==> config.mk <==
export PLATFORM = sky130hd
export DESIGN_NAME = gen_controller
export DESIGN_NICKNAME = d
export VERILOG_FILES = /design/src/rtl/gen_controller.sv
export SDC_FILE = /design/constraint.sdc
export NUM_CORES = 1
export LEC_CHECK = 0
export BUFFER_PORTS_ARGS = -buffer_cell sky130_fd_sc_hd__buf_4
export CAP_MARGIN = 20
export CORE_ASPECT_RATIO = 0.75
export CORE_MARGIN = 4
export CORE_UTILIZATION = 30
export DETAILED_ROUTE_END_ITERATION = 8
export SYNTH_ARGS = -nofsm -noshare
export SYNTH_HDL_FRONTEND = slang
export SYNTH_SLANG_ARGS = --single-unit
==> constraint.sdc <==
create_clock -name clk -period 2.7 [get_ports clk]
set_input_delay 0.27 -clock clk [delete_from_list [all_inputs] [get_ports clk]]
set_output_delay 0.27 -clock clk [all_outputs]
set_load 0.01 [all_outputs]
==> src/rtl/gen_controller.sv <==
// Generation sequencer: walks NUM_POS positions per generation, issuing
// write_array / run / write_mem strobes for each one, and counts the
// generations it has completed. All outputs are decoded from registered state.
module gen_controller #(
  parameter int unsigned NUM_POS    = 4,
  parameter int unsigned POS_W      = 2,
  parameter int unsigned RUN_CYCLES = 1,
  parameter int unsigned GEN_W      = 16
) (
  input  logic             clk,
  input  logic             reset,
  input  logic             enable,
  input  logic             step,
  output logic             write_array,
  output logic             run,
  output logic             write_mem,
  output logic [POS_W-1:0] pos,
  output logic             busy,
  output logic             gen_done,
  output logic [GEN_W-1:0] gen_count
);

  localparam int unsigned RunW = (RUN_CYCLES > 1) ? $clog2(RUN_CYCLES) : 1;
  localparam logic [RunW-1:0]  RunLast = RunW'(RUN_CYCLES - 1);
  localparam logic [POS_W-1:0] PosLast = POS_W'(NUM_POS - 1);

  typedef enum logic [2:0] {
    StIdle,
    StSettle,
    StWrArray,
    StRun,
    StWrMem
  } state_e;

  state_e           state_q, state_d;
  logic [POS_W-1:0] pos_q, pos_d;
  logic [GEN_W-1:0] gen_count_q, gen_count_d;
  logic [RunW-1:0]  run_cnt_q, run_cnt_d;

  // Next-state: sequence through the per-position phases and advance pos.
  always_comb begin
    state_d     = state_q;
    pos_d       = pos_q;
    gen_count_d = gen_count_q;
    run_cnt_d   = run_cnt_q;
    case (state_q)
      StIdle: begin
        pos_d = '0;
        // step is only honoured here, so pulses while busy are dropped.
        if (enable || step) begin
          state_d = StSettle;
        end
      end
      StSettle: begin
        state_d = StWrArray;
      end
      StWrArray: begin
        run_cnt_d = '0;
        state_d   = StRun;
      end
      StRun: begin
        if (run_cnt_q == RunLast) begin
          state_d = StWrMem;
        end else begin
          run_cnt_d = run_cnt_q + 1'b1;
        end
      end
      StWrMem: begin
        if (pos_q == PosLast) begin
          pos_d       = '0;
          gen_count_d = gen_count_q + 1'b1;
          // enable is only consulted at generation boundaries.
          state_d     = enable ? StSettle : StIdle;
        end else begin
          pos_d   = pos_q + 1'b1;
          state_d = StSettle;
        end
      end
      default: begin
        state_d = StIdle;
        pos_d   = '0;
      end
    endcase
  end

  // State registers with asynchronous active-low reset.
  always_ff @(posedge clk or negedge reset) begin
    if (!reset) begin
      state_q     <= StIdle;
      pos_q       <= '0;
      gen_count_q <= '0;
      run_cnt_q   <= '0;
    end else begin
      state_q     <= state_d;
      pos_q       <= pos_d;
      gen_count_q <= gen_count_d;
      run_cnt_q   <= run_cnt_d;
    end
  end

  // Moore outputs decoded from registered state only.
  always_comb begin
    write_array = (state_q == StWrArray);
    run         = (state_q == StRun);
    write_mem   = (state_q == StWrMem);
    busy        = (state_q != StIdle);
    gen_done    = (state_q == StWrMem) && (pos_q == PosLast);
    pos         = pos_q;
    gen_count   = gen_count_q;
  end

endmodule

==> run metrics, run 1 <==
status=completed; Period minus WS final=1.944 ns; Avg Cell Area, Syn=11.32 um2; Die ar.=4401 um2; area leader, netlist=dfrtp_1; Worst Hold Class=primary input to flip-flop; endpoint type of the worst setup path=output port; FMAX=514.4 MHz; maximum buffer depth of the clock tree=2; final slew viol count=0; initial antenna violation count=0; max-cap violation count=0; Worst Clk Skew=0.005728 ns; clock slew seen by the registers of the worst setup and hold paths=0.07 ns; initial DRC count=22; P_leak=0.0006509 uW; PwrDens=~610 nW/um2; height of the die=58.46 um; Yosys cell types=25; post-synthesis net count=96; pre-CTS setup slack=0.9151 ns; top cells by area, synth=dfrtp_1 (52%), xnor2_1 (12%), nand2_1 (3.7%); setup_tns=0 ns; # DRC=0; grt ovf=0; Final nets=124; row cnt=18; Pre-antenna DRT Iters=4; Syn Inst Count=90; Max-Slew Margin vs Limit=0.6954; Critical Path AT=roughly 1.7 ns; Layout area overhead=25.80%; worst-path maximum fanout=9; diode count=0; root buf cell=clkbuf_8; CTS H-Tree Depth=1; Final period util=0.7201; top cell type's share of synthesized area=0.5160; Reg power frac=0.518; P_int=around 560 uW; Starting Density=0.3119; count leader, synth=dfrtp_1; Post-Route WL=1.881 mm; Main synth FF type=dfrtp_1; clock share of power=0.250; CTS tree=built; final hold vios=0; CP Launch Type=flip-flop; total track usage=0.09588; setup ws final=0.7558 ns; Num CTS Buffers=3; worst slew pin tran=between 0.4 and 0.5 ns; gpl congestion=0.7454; Ports=27; HPWL after DPL=1.495 mm; WL per Instance=11.98 um; delay-heaviest family, CP=simple AND/OR/NAND/NOR gates; Max stage delay on crit path=approximately 0.5 ns; pin count of the biggest net entering global routing=22; DRT antenna net count=0; first-pass GRT wire length=3.243 mm; NetSw=225.9 uW; crit-path cells=nand4bb_1, inv_1, buf_4; Post-synth EDFFs=0; Post-synth ARST share=1.000; vias per cell=4.510; sw frac=0.2884; clk_lat worst skew=roughly 0.26 ns; VDD IR max=0.2432 mV; WS Path Type=flip-flop to output port; Worst Path Buf+Inv=2; CP max-delay cell=nand4bb_1; Via Count=708; Syn Std Cell Area=between 1000 and 1500 um2; clock sink count=21; logic gate share of total power=0.232; top cells by count, synth=dfrtp_1 (21), xnor2_1 (14), nand2_1 (10), nand3_1 (6); RSZ-0062 raised after global routing=no; synth warn=0; vias in the first global route=679; sequential element share of the synthesized area=0.5160; Die X-Extent=~75 um; PortBufs=26; layout cells sized above 1=0.2991; Final setup viols=0; Worst EP required=2.43 ns; Core ar.=3266 um2; register bit total from synthesis=21
[cell type report]
| type | count | area (um2) |
|---|---|---|
| clock buffers | 3 | 41.29 |
| multi-input cells | 63 | 446.7 |
| clock inverters | 1 | 5.005 |
| flip-flops and latches | 21 | 525.5 |
| repair buffers | 27 | 205.2 |
| inverters | 2 | 7.507 |
| well taps | 40 | 50.05 |
| fillers | 322 | 1984 |
[flip-flops by register name (all words and copies together) (netlist names)]
register / count
gen_count: 16
state_q: 3
pos: 2
[cells in the final DEF (no fill, tap or decap)]
cell type      instances
dfrtp_1               21
nand4bb_1              1
nor3_1                 4
a22o_1                 2
nor4_1                 1
and3b_2                2
and3_1                 3
buf_4                 26
clkinv_2               1
and2_1                 1
nand4_1                4
o21a_1                 1
nor3_4                 1
inv_1                  2
nand2_1               10
clkbuf_8               3
nor3b_1                1
dlygate4sd3_1          1
xnor2_1               14
nand3_1                6
nor4_4                 1
xor2_1                 2
and2b_1                1
nor2b_1                1
nor2_1                 4
or3_2                  1
ha_1                   2
[through the flow]
stage                     std cells  area, um2  hold WS, ns    util  power, uW
after CTS                       157       1281       0.2790  0.3923      795.0
final                           157       1281       0.2814  0.3923      783.4
after floorplan                  90       1018     -0.02559       -      545.0
after global placement          152       1225       0.1691  0.3751      588.1
after detailed placement        152       1225       0.1676  0.3751      593.9
after global routing            157       1281       0.3037  0.3923      839.3
[power by group through the flow]
| stage | Sequential [uW] | Clock, uW | Combinational [uW] |
|---|---|---|---|
| global route | 415 | 222 | 202 |
| finish | 406 | 196 | 181 |
| CTS | 404 | 205 | 186 |
| global placement | 406 | 0 | 182 |
| detailed placement | 410 | 0 | 184 |
| floorplan | 371 | 0 | 174 |
[kinds of logic after synthesis]
| logic type | after synthesis | share of synthesized area |
|---|---|---|
| AO/OA/AOI/OAI | 3 | 0.02458 |
| XOR/XNOR | 16 | 0.1376 |
| adder cells (fa/ha/maj) | 2 | 0.02457 |
| buffers and inverters | 6 | 0.04545 |
| flip-flops | 21 | 0.5160 |
| AND/OR/NAND/NOR | 42 | 0.2519 |
[worst reg2reg max path, stage by stage (launching register included)]
cell       delay (ns)
dfrtp_1          0.48
nand4bb_1        0.50
nor3_4           0.42
nand3_1          0.13
xnor2_1          0.15
[per-layer routing]
metal  wire (um)  GRT usage
met1         901     0.1316
met3          87    0.03584
met4          23    0.02244
met2         868     0.1439
met5           0          0
[worst paths after layout]
path	endpoint	from	slack, ns	cells after the start
worst min register to register	gen_count[15]$_DFFE_PN0P_	gen_count[15]$_DFFE_PN0P_	0.48	1
max in group asynchronous	gen_count[6]$_DFFE_PN0P_	reset	2.06	2
worst min-delay path	state_q[0]$_DFFE_PN0P_	step	0.28	3
worst max-delay path	gen_done	state_q[1]$_DFFE_PN0P_	0.76	3
min in group asynchronous	gen_count[10]$_DFFE_PN0P_	reset	0.42	2
worst max register to register	gen_count[8]$_DFFE_PN0P_	state_q[1]$_DFFE_PN0P_	0.90	4
[repair_timing]
action | CTS | global route
gates resized for setup | 0 | 0
endpoints found under the hold margin | 21 | 0
setup buffers | 0 | 0
hold buffers | 1 | 0
endpoints found under the setup margin | 0 | 0
No activity file was read; power rests on OpenSTA's default activity.
==> run 2: changes to the inputs <==
Clock period 2.7 ns to 1.57 ns, I/O delays scaled along.
==> run metrics, run 2 (same netlist as run 1, synthesis figures left out) <==
# DRC=0 (unchanged); Hold Crit Depth=3 (unchanged); Final period util=0.9495; Ports=27 (unchanged); VDD IR max=0.4033 mV (was 0.2432 mV); r2r startpoint=pos[1]$_DFFE_PN0N_ (was state_q[1]$_DFFE_PN0P_); final slew viol count=0 (unchanged); Period minus WS final=approximately 1.5 ns; max-cap violation count=0 (unchanged); PortBufs=26 (unchanged); FMAX=around 670 MHz; row cnt=18 (unchanged); Largest register FFs=16 (unchanged); Hold Crit Start=step (unchanged); Setup crit start=pos[1]$_DFFE_PN0N_ (was state_q[1]$_DFFE_PN0P_); RSZ-0062 raised after global routing=yes (was no); P_leak=0.0007108 uW (was 0.0006509 uW); diode count=0 (unchanged); Num CTS Buffers=3 (unchanged); maximum buffer depth of the clock tree=2 (unchanged); most frequent cells in the layout=buf_4 (34), dfrtp_1 (20), xnor2_1 (14) (was buf_4 (26), dfrtp_1 (21), xnor2_1 (14)); Worst EP required=1.72 ns (was 2.43 ns); status=completed (unchanged); DRT antenna net count=0 (unchanged); grt ovf=0 (unchanged); CTS H-Tree Depth=1 (unchanged); final core occ=0.4352 (was 0.3923); vias in the first global route=736 (was 679); pre-CTS setup slack=-0.003742 ns (was 0.9151 ns); PwrDens=1085 nW/um2 (was 611.4 nW/um2); Max-Slew Margin vs Limit=0.7862 (was 0.6954); Hold Slack=0.1642 ns (was 0.2814 ns); initial antenna violation count=0 (unchanged); layout cells sized above 1=0.4186 (was 0.2991); most common cell after layout, fill and taps aside=buf_4 (unchanged); gpl congestion=0.7973 (was 0.7454); Starting Density=0.3119 (unchanged); total track usage=0.1069 (was 0.09588); Pre-antenna DRT Iters=4 (unchanged); Final setup viols=0 (unchanged); Worst Hold Class=primary input to flip-flop (unchanged); CP Launch Type=flip-flop (unchanged); vias per cell=4.716 (was 4.510); Final nets=136 (was 124); setup ws final=0.07936 ns (was 0.7558 ns); Overall Power=1542 uW (was 783.4 uW); Die X-Extent=75.28 um (unchanged); Via Count=797 (was 708); clk_lat worst skew=0.26 ns (about the same); Worst Clk Skew=0.004541 ns (was 0.005728 ns); Critical Path AT=1.64 ns (was 1.67 ns); root buf cell=clkbuf_8 (unchanged); worst-case reg-to-reg path depth=6 (was 4); HPWL after DPL=1.527 mm (was 1.495 mm); Die ar.=4401 um2 (unchanged); Post-Route WL=2.089 mm (was 1.881 mm); Core ar.=3266 um2 (unchanged); WS Path Type=flip-flop to flip-flop (was flip-flop to output port); clock slew seen by the registers of the worst setup and hold paths=0.07 ns (about the same); CTS tree=built (unchanged); Layout area overhead=39.56% (was 25.80%); endpoint type of the worst setup path=flip-flop (was output port); height of the die=58.46 um (unchanged); WL per Instance=12.36 um (was 11.98 um); final hold vios=0 (unchanged); worst slew pin tran=0.3200 ns (was 0.4543 ns); initial DRC count=20 (was 22); first-pass GRT wire length=3.594 mm (was 3.243 mm); pin count of the biggest net entering global routing=22 (unchanged); clock sink count=21 (unchanged); worst-path maximum fanout=7 (was 9)
==> run 2: changes by cell type in the layout (fill, tap and decap cells not counted), sizes merged <==
cell	previous run	this run
buf	26	38
==> run 2: path summary, 6_finish.rpt <==
kind / to / slack, ns
min in group asynchronous: gen_count[12]$_DFFE_PN0P_ / 0.31
min reg2reg: gen_count[15]$_DFFE_PN0P_ / 0.49
min: state_q[0]$_DFFE_PN0P_ / 0.16
max: gen_count[12]$_DFFE_PN0P_ / 0.08
max in group asynchronous: gen_count[1]$_DFFE_PN0P_ / 1.02
max reg2reg: gen_count[12]$_DFFE_PN0P_ / 0.08
==> run 2: worst max-delay path: stages, from the launching register on <==
cell and delay, ns:
dfrtp_1 0.41, ha_4 0.16, nand4bb_1 0.13, buf_6 0.18
nor3_4 0.21, nand3_1 0.14, xnor2_1 0.14
==> run 2: timing repair <==
action                     4_1_cts  5_1_grt
setup endpoints to repair        3       12
hold buffers                     1        0
buffers inserted                 3        3
gates cloned                     0        0
resized for setup                3       11
pin swaps                        0        4
hold endpoints to repair        21        0
==> run 2: layout make-up <==
cell class / count / area, um2
fill: 306 / 1844
sequential: 21 / 526.8
multi-input combinational: 63 / 478.0
timing repair buffer: 39 / 310.3
tap: 40 / 50.05
clock buffer: 3 / 41.29
inverter: 2 / 10.01
clock inverter: 1 / 5.005
==> run 2: per-stage QoR <==
stage | setup TNS (ns) | cells | area (um2)
3_3_place_gp | 0 | 158 | 1270
6_report | 0 | 169 | 1421
4_1_cts | 0 | 166 | 1359
5_1_grt | -0.1185 | 169 | 1421
3_5_place_dp | -0.003742 | 158 | 1270
2_1_floorplan | 0 | 90 | 1018
==> run 2: where the power goes <==
group	total, uW	leakage (uW)	internal [uW]	switching (uW)
registers	633	0.000287	595	38.0
logic	567	0.000399	334	233
clock network	342	0.0000255	176	165
==> run 2: metal layers <==
layer / global-route usage / share of wire / up-vias
met4: 0.03741 / 0.011 / 0
met2: 0.1562 / 0.47 / 16
met1: 0.1488 / 0.48 / 388
li1: - / - / 391
met5: 0 / 0 / -
met3: 0.03413 / 0.035 / 2
==> run 3: changes to the inputs <==
Settings changed: CORE_MARGIN 4 to 1.
Clock period 1.57 ns to 1.74 ns, I/O delays scaled along.
==> run metrics, run 3 (same netlist as run 1, synthesis figures left out) <==
worst-case reg-to-reg path depth=6 (unchanged); # DRC=0 (unchanged); Layout area overhead=28.38% (was 39.56%); vias per cell=4.579 (was 4.716); Hold Slack=0.2008 ns (was 0.1642 ns); initial DRC count=35 (was 20); Period minus WS final=1.617 ns; worst-path maximum fanout=7 (unchanged); first-pass GRT wire length=3.346 mm (was 3.594 mm); final hold vios=0 (unchanged); Final nets=128 (was 136); Setup crit start=pos[0]$_DFFE_PN0N_ (was pos[1]$_DFFE_PN0N_); clk_lat worst skew=0.26 ns (about the same); Critical Path AT=1.44 ns (was 1.64 ns); crit-path cells=ha_1, nand4bb_1, buf_4, inv_1, buf_4 (was ha_4, nand4bb_1, buf_6, nor3_4, nand3_1, xnor2_1); Via Count=728 (was 797); status=completed (unchanged); total track usage=0.1210 (was 0.1069); P_leak=0.0006673 uW (was 0.0007108 uW); setup ws final=0.1227 ns (was 0.07936 ns); endpoint type of the worst setup path=output port (was flip-flop); Pre-antenna DRT Iters=4 (unchanged); WL per Instance=12.13 um (was 12.36 um); height of the die=52.46 um (was 58.46 um); clock sink count=21 (unchanged); vias in the first global route=734 (was 736); final slew viol count=0 (unchanged); Hold Crit Start=step (unchanged); layout cells sized above 1=0.3140 (was 0.4186); Num CTS Buffers=3 (unchanged); Seq. cell area=525.5 um2 (was 526.8 um2); Worst Clk Skew=0.002142 ns (was 0.004541 ns); Largest register FFs=16 (unchanged); CTS H-Tree Depth=1 (unchanged); HPWL after DPL=1.475 mm (was 1.527 mm); PwrDens=971.8 nW/um2 (was 1085 nW/um2); VDD IR max=0.3312 mV (was 0.4033 mV); WS Path Type=flip-flop to output port (was flip-flop to flip-flop); Max-Slew Margin vs Limit=0.8140 (was 0.7862); Max stage delay on crit path=0.41 ns (about the same); Worst Path Buf+Inv=3 (was 1); delay-heaviest family, CP=buffers and inverters (was simple AND/OR/NAND/NOR gates); RSZ-0062 raised after global routing=no (was yes); Core ar.=3084 um2 (was 3266 um2); Starting Density=0.3302 (was 0.3119); most common cell after layout, fill and taps aside=buf_4 (unchanged); DRT antenna net count=0 (unchanged); row cnt=17 (was 18); CP Launch Type=flip-flop (unchanged); max-cap violation count=0 (unchanged); setup_tns=0 ns (unchanged); r2r startpoint=pos[0]$_DFFE_PN0N_ (was pos[1]$_DFFE_PN0N_); Final setup viols=0 (unchanged); grt ovf=0 (unchanged); Worst Hold Class=primary input to flip-flop (unchanged); pin count of the biggest net entering global routing=22 (unchanged); Die X-Extent=69.28 um (was 75.28 um); clock slew seen by the registers of the worst setup and hold paths=0.07 ns (about the same); PortBufs=26 (unchanged); WP depth=5 (was 6); Post-Route WL=1.928 mm (was 2.089 mm); final core occ=0.4239 (was 0.4352); FMAX=618.3 MHz; flop-to-flop setup slack=0.17 ns (was 0.08 ns); most frequent cells in the layout=buf_4 (30), dfrtp_1 (21), xnor2_1 (14) (was buf_4 (34), dfrtp_1 (20), xnor2_1 (14)); diode count=0 (unchanged); pre-CTS setup slack=0.1551 ns (was -0.003742 ns); root buf cell=clkbuf_8 (unchanged); Post-CTS Setup Inserts=0 (was 3); CTS tree=built (unchanged); Die ar.=3634 um2 (was 4401 um2); Worst EP required=1.57 ns (was 1.72 ns); CP max-delay cell=dfrtp_1 (unchanged); fillcell total=310 (was 306); Multi-input gate area=446.7 um2 (was 478.0 um2); maximum buffer depth of the clock tree=2 (unchanged); worst slew pin tran=0.2769 ns (was 0.3200 ns); Final period util=0.9295; Worst path most repeated cell=buf_4; Worst setup endpoint=gen_done (was gen_count[12]$_DFFE_PN0P_); gpl congestion=0.8014 (was 0.7973); Ports=27 (unchanged); RR Endpoint=gen_count[12]$_DFFE_PN0P_ (unchanged); initial antenna violation count=0 (unchanged)
==> run 3: changes by cell type in the layout (fill, tap and decap cells not counted), moves of 2 or more <==
cell and delta:
nor3_2 -2, buf_4 -4, buf_6 -4, nor3_1 +2
==> run 3: power breakdown <==
part | switching, uW | total (uW) | internal, uW
sequential | 32.3 | 569 | 537
clock | 147 | 310 | 163
combinational | 179 | 391 | 213
total | 358 | 1270 | 913
==> run 3: repair_timing <==
item,4_1_cts,5_1_grt
hold endpoints to repair,21,0
hold buffers,1,0
resized for setup,0,0
endpoints found under the setup margin,0,0
==> run 3: how the worst min path moves through the flow <==
stage | end | slack [ns] | depth (start not counted)
2_1_floorplan | gen_count[0]$_DFFE_PN0P_ | -0.12 | 0
3_3_place_gp | gen_count[2]$_DFFE_PN0P_ | 0.07 | 1
3_5_place_dp | gen_count[2]$_DFFE_PN0P_ | 0.08 | 1
4_1_cts | state_q[0]$_DFFE_PN0P_ | 0.21 | 3
5_1_grt | state_q[0]$_DFFE_PN0P_ | 0.24 | 3
6_report | state_q[0]$_DFFE_PN0P_ | 0.20 | 3
==> run 3: cell type report <==
class                           count  area share
Clock buffer                        4     0.03445
Inverter                            2    0.005742
Multi-Input combinational cell     63      0.3416
Sequential cell                    21      0.4019
Tap cell                           38     0.03636
Timing Repair Buffer               31      0.1799
==> run 3: layer usage <==
| layer | part of all wire | track usage | vias up |
|---|---|---|---|
| met2 | 0.43 | 0.1942 | 14 |
| met5 | 0 | 0 | - |
| met1 | 0.50 | 0.1507 | 343 |
| li1 | - | - | 369 |
| met3 | 0.059 | 0.05192 | 2 |
| met4 | 0.0057 | 0.03061 | 0 |
==> run 3: worst min-delay path, cell delays in order <==
cell    delay [ns]
buf_4         0.08
nor4_1        0.03
nor3_1        0.12
==> run 3: metrics by stage <==
stage	instances	cell area, um2	power [uW]
final	159	1308	1271
after global placement	154	1252	965.9
after floorplan	90	1018	845.7
after CTS	159	1308	1289
after detailed placement	154	1252	976.1
after global routing	159	1308	1365
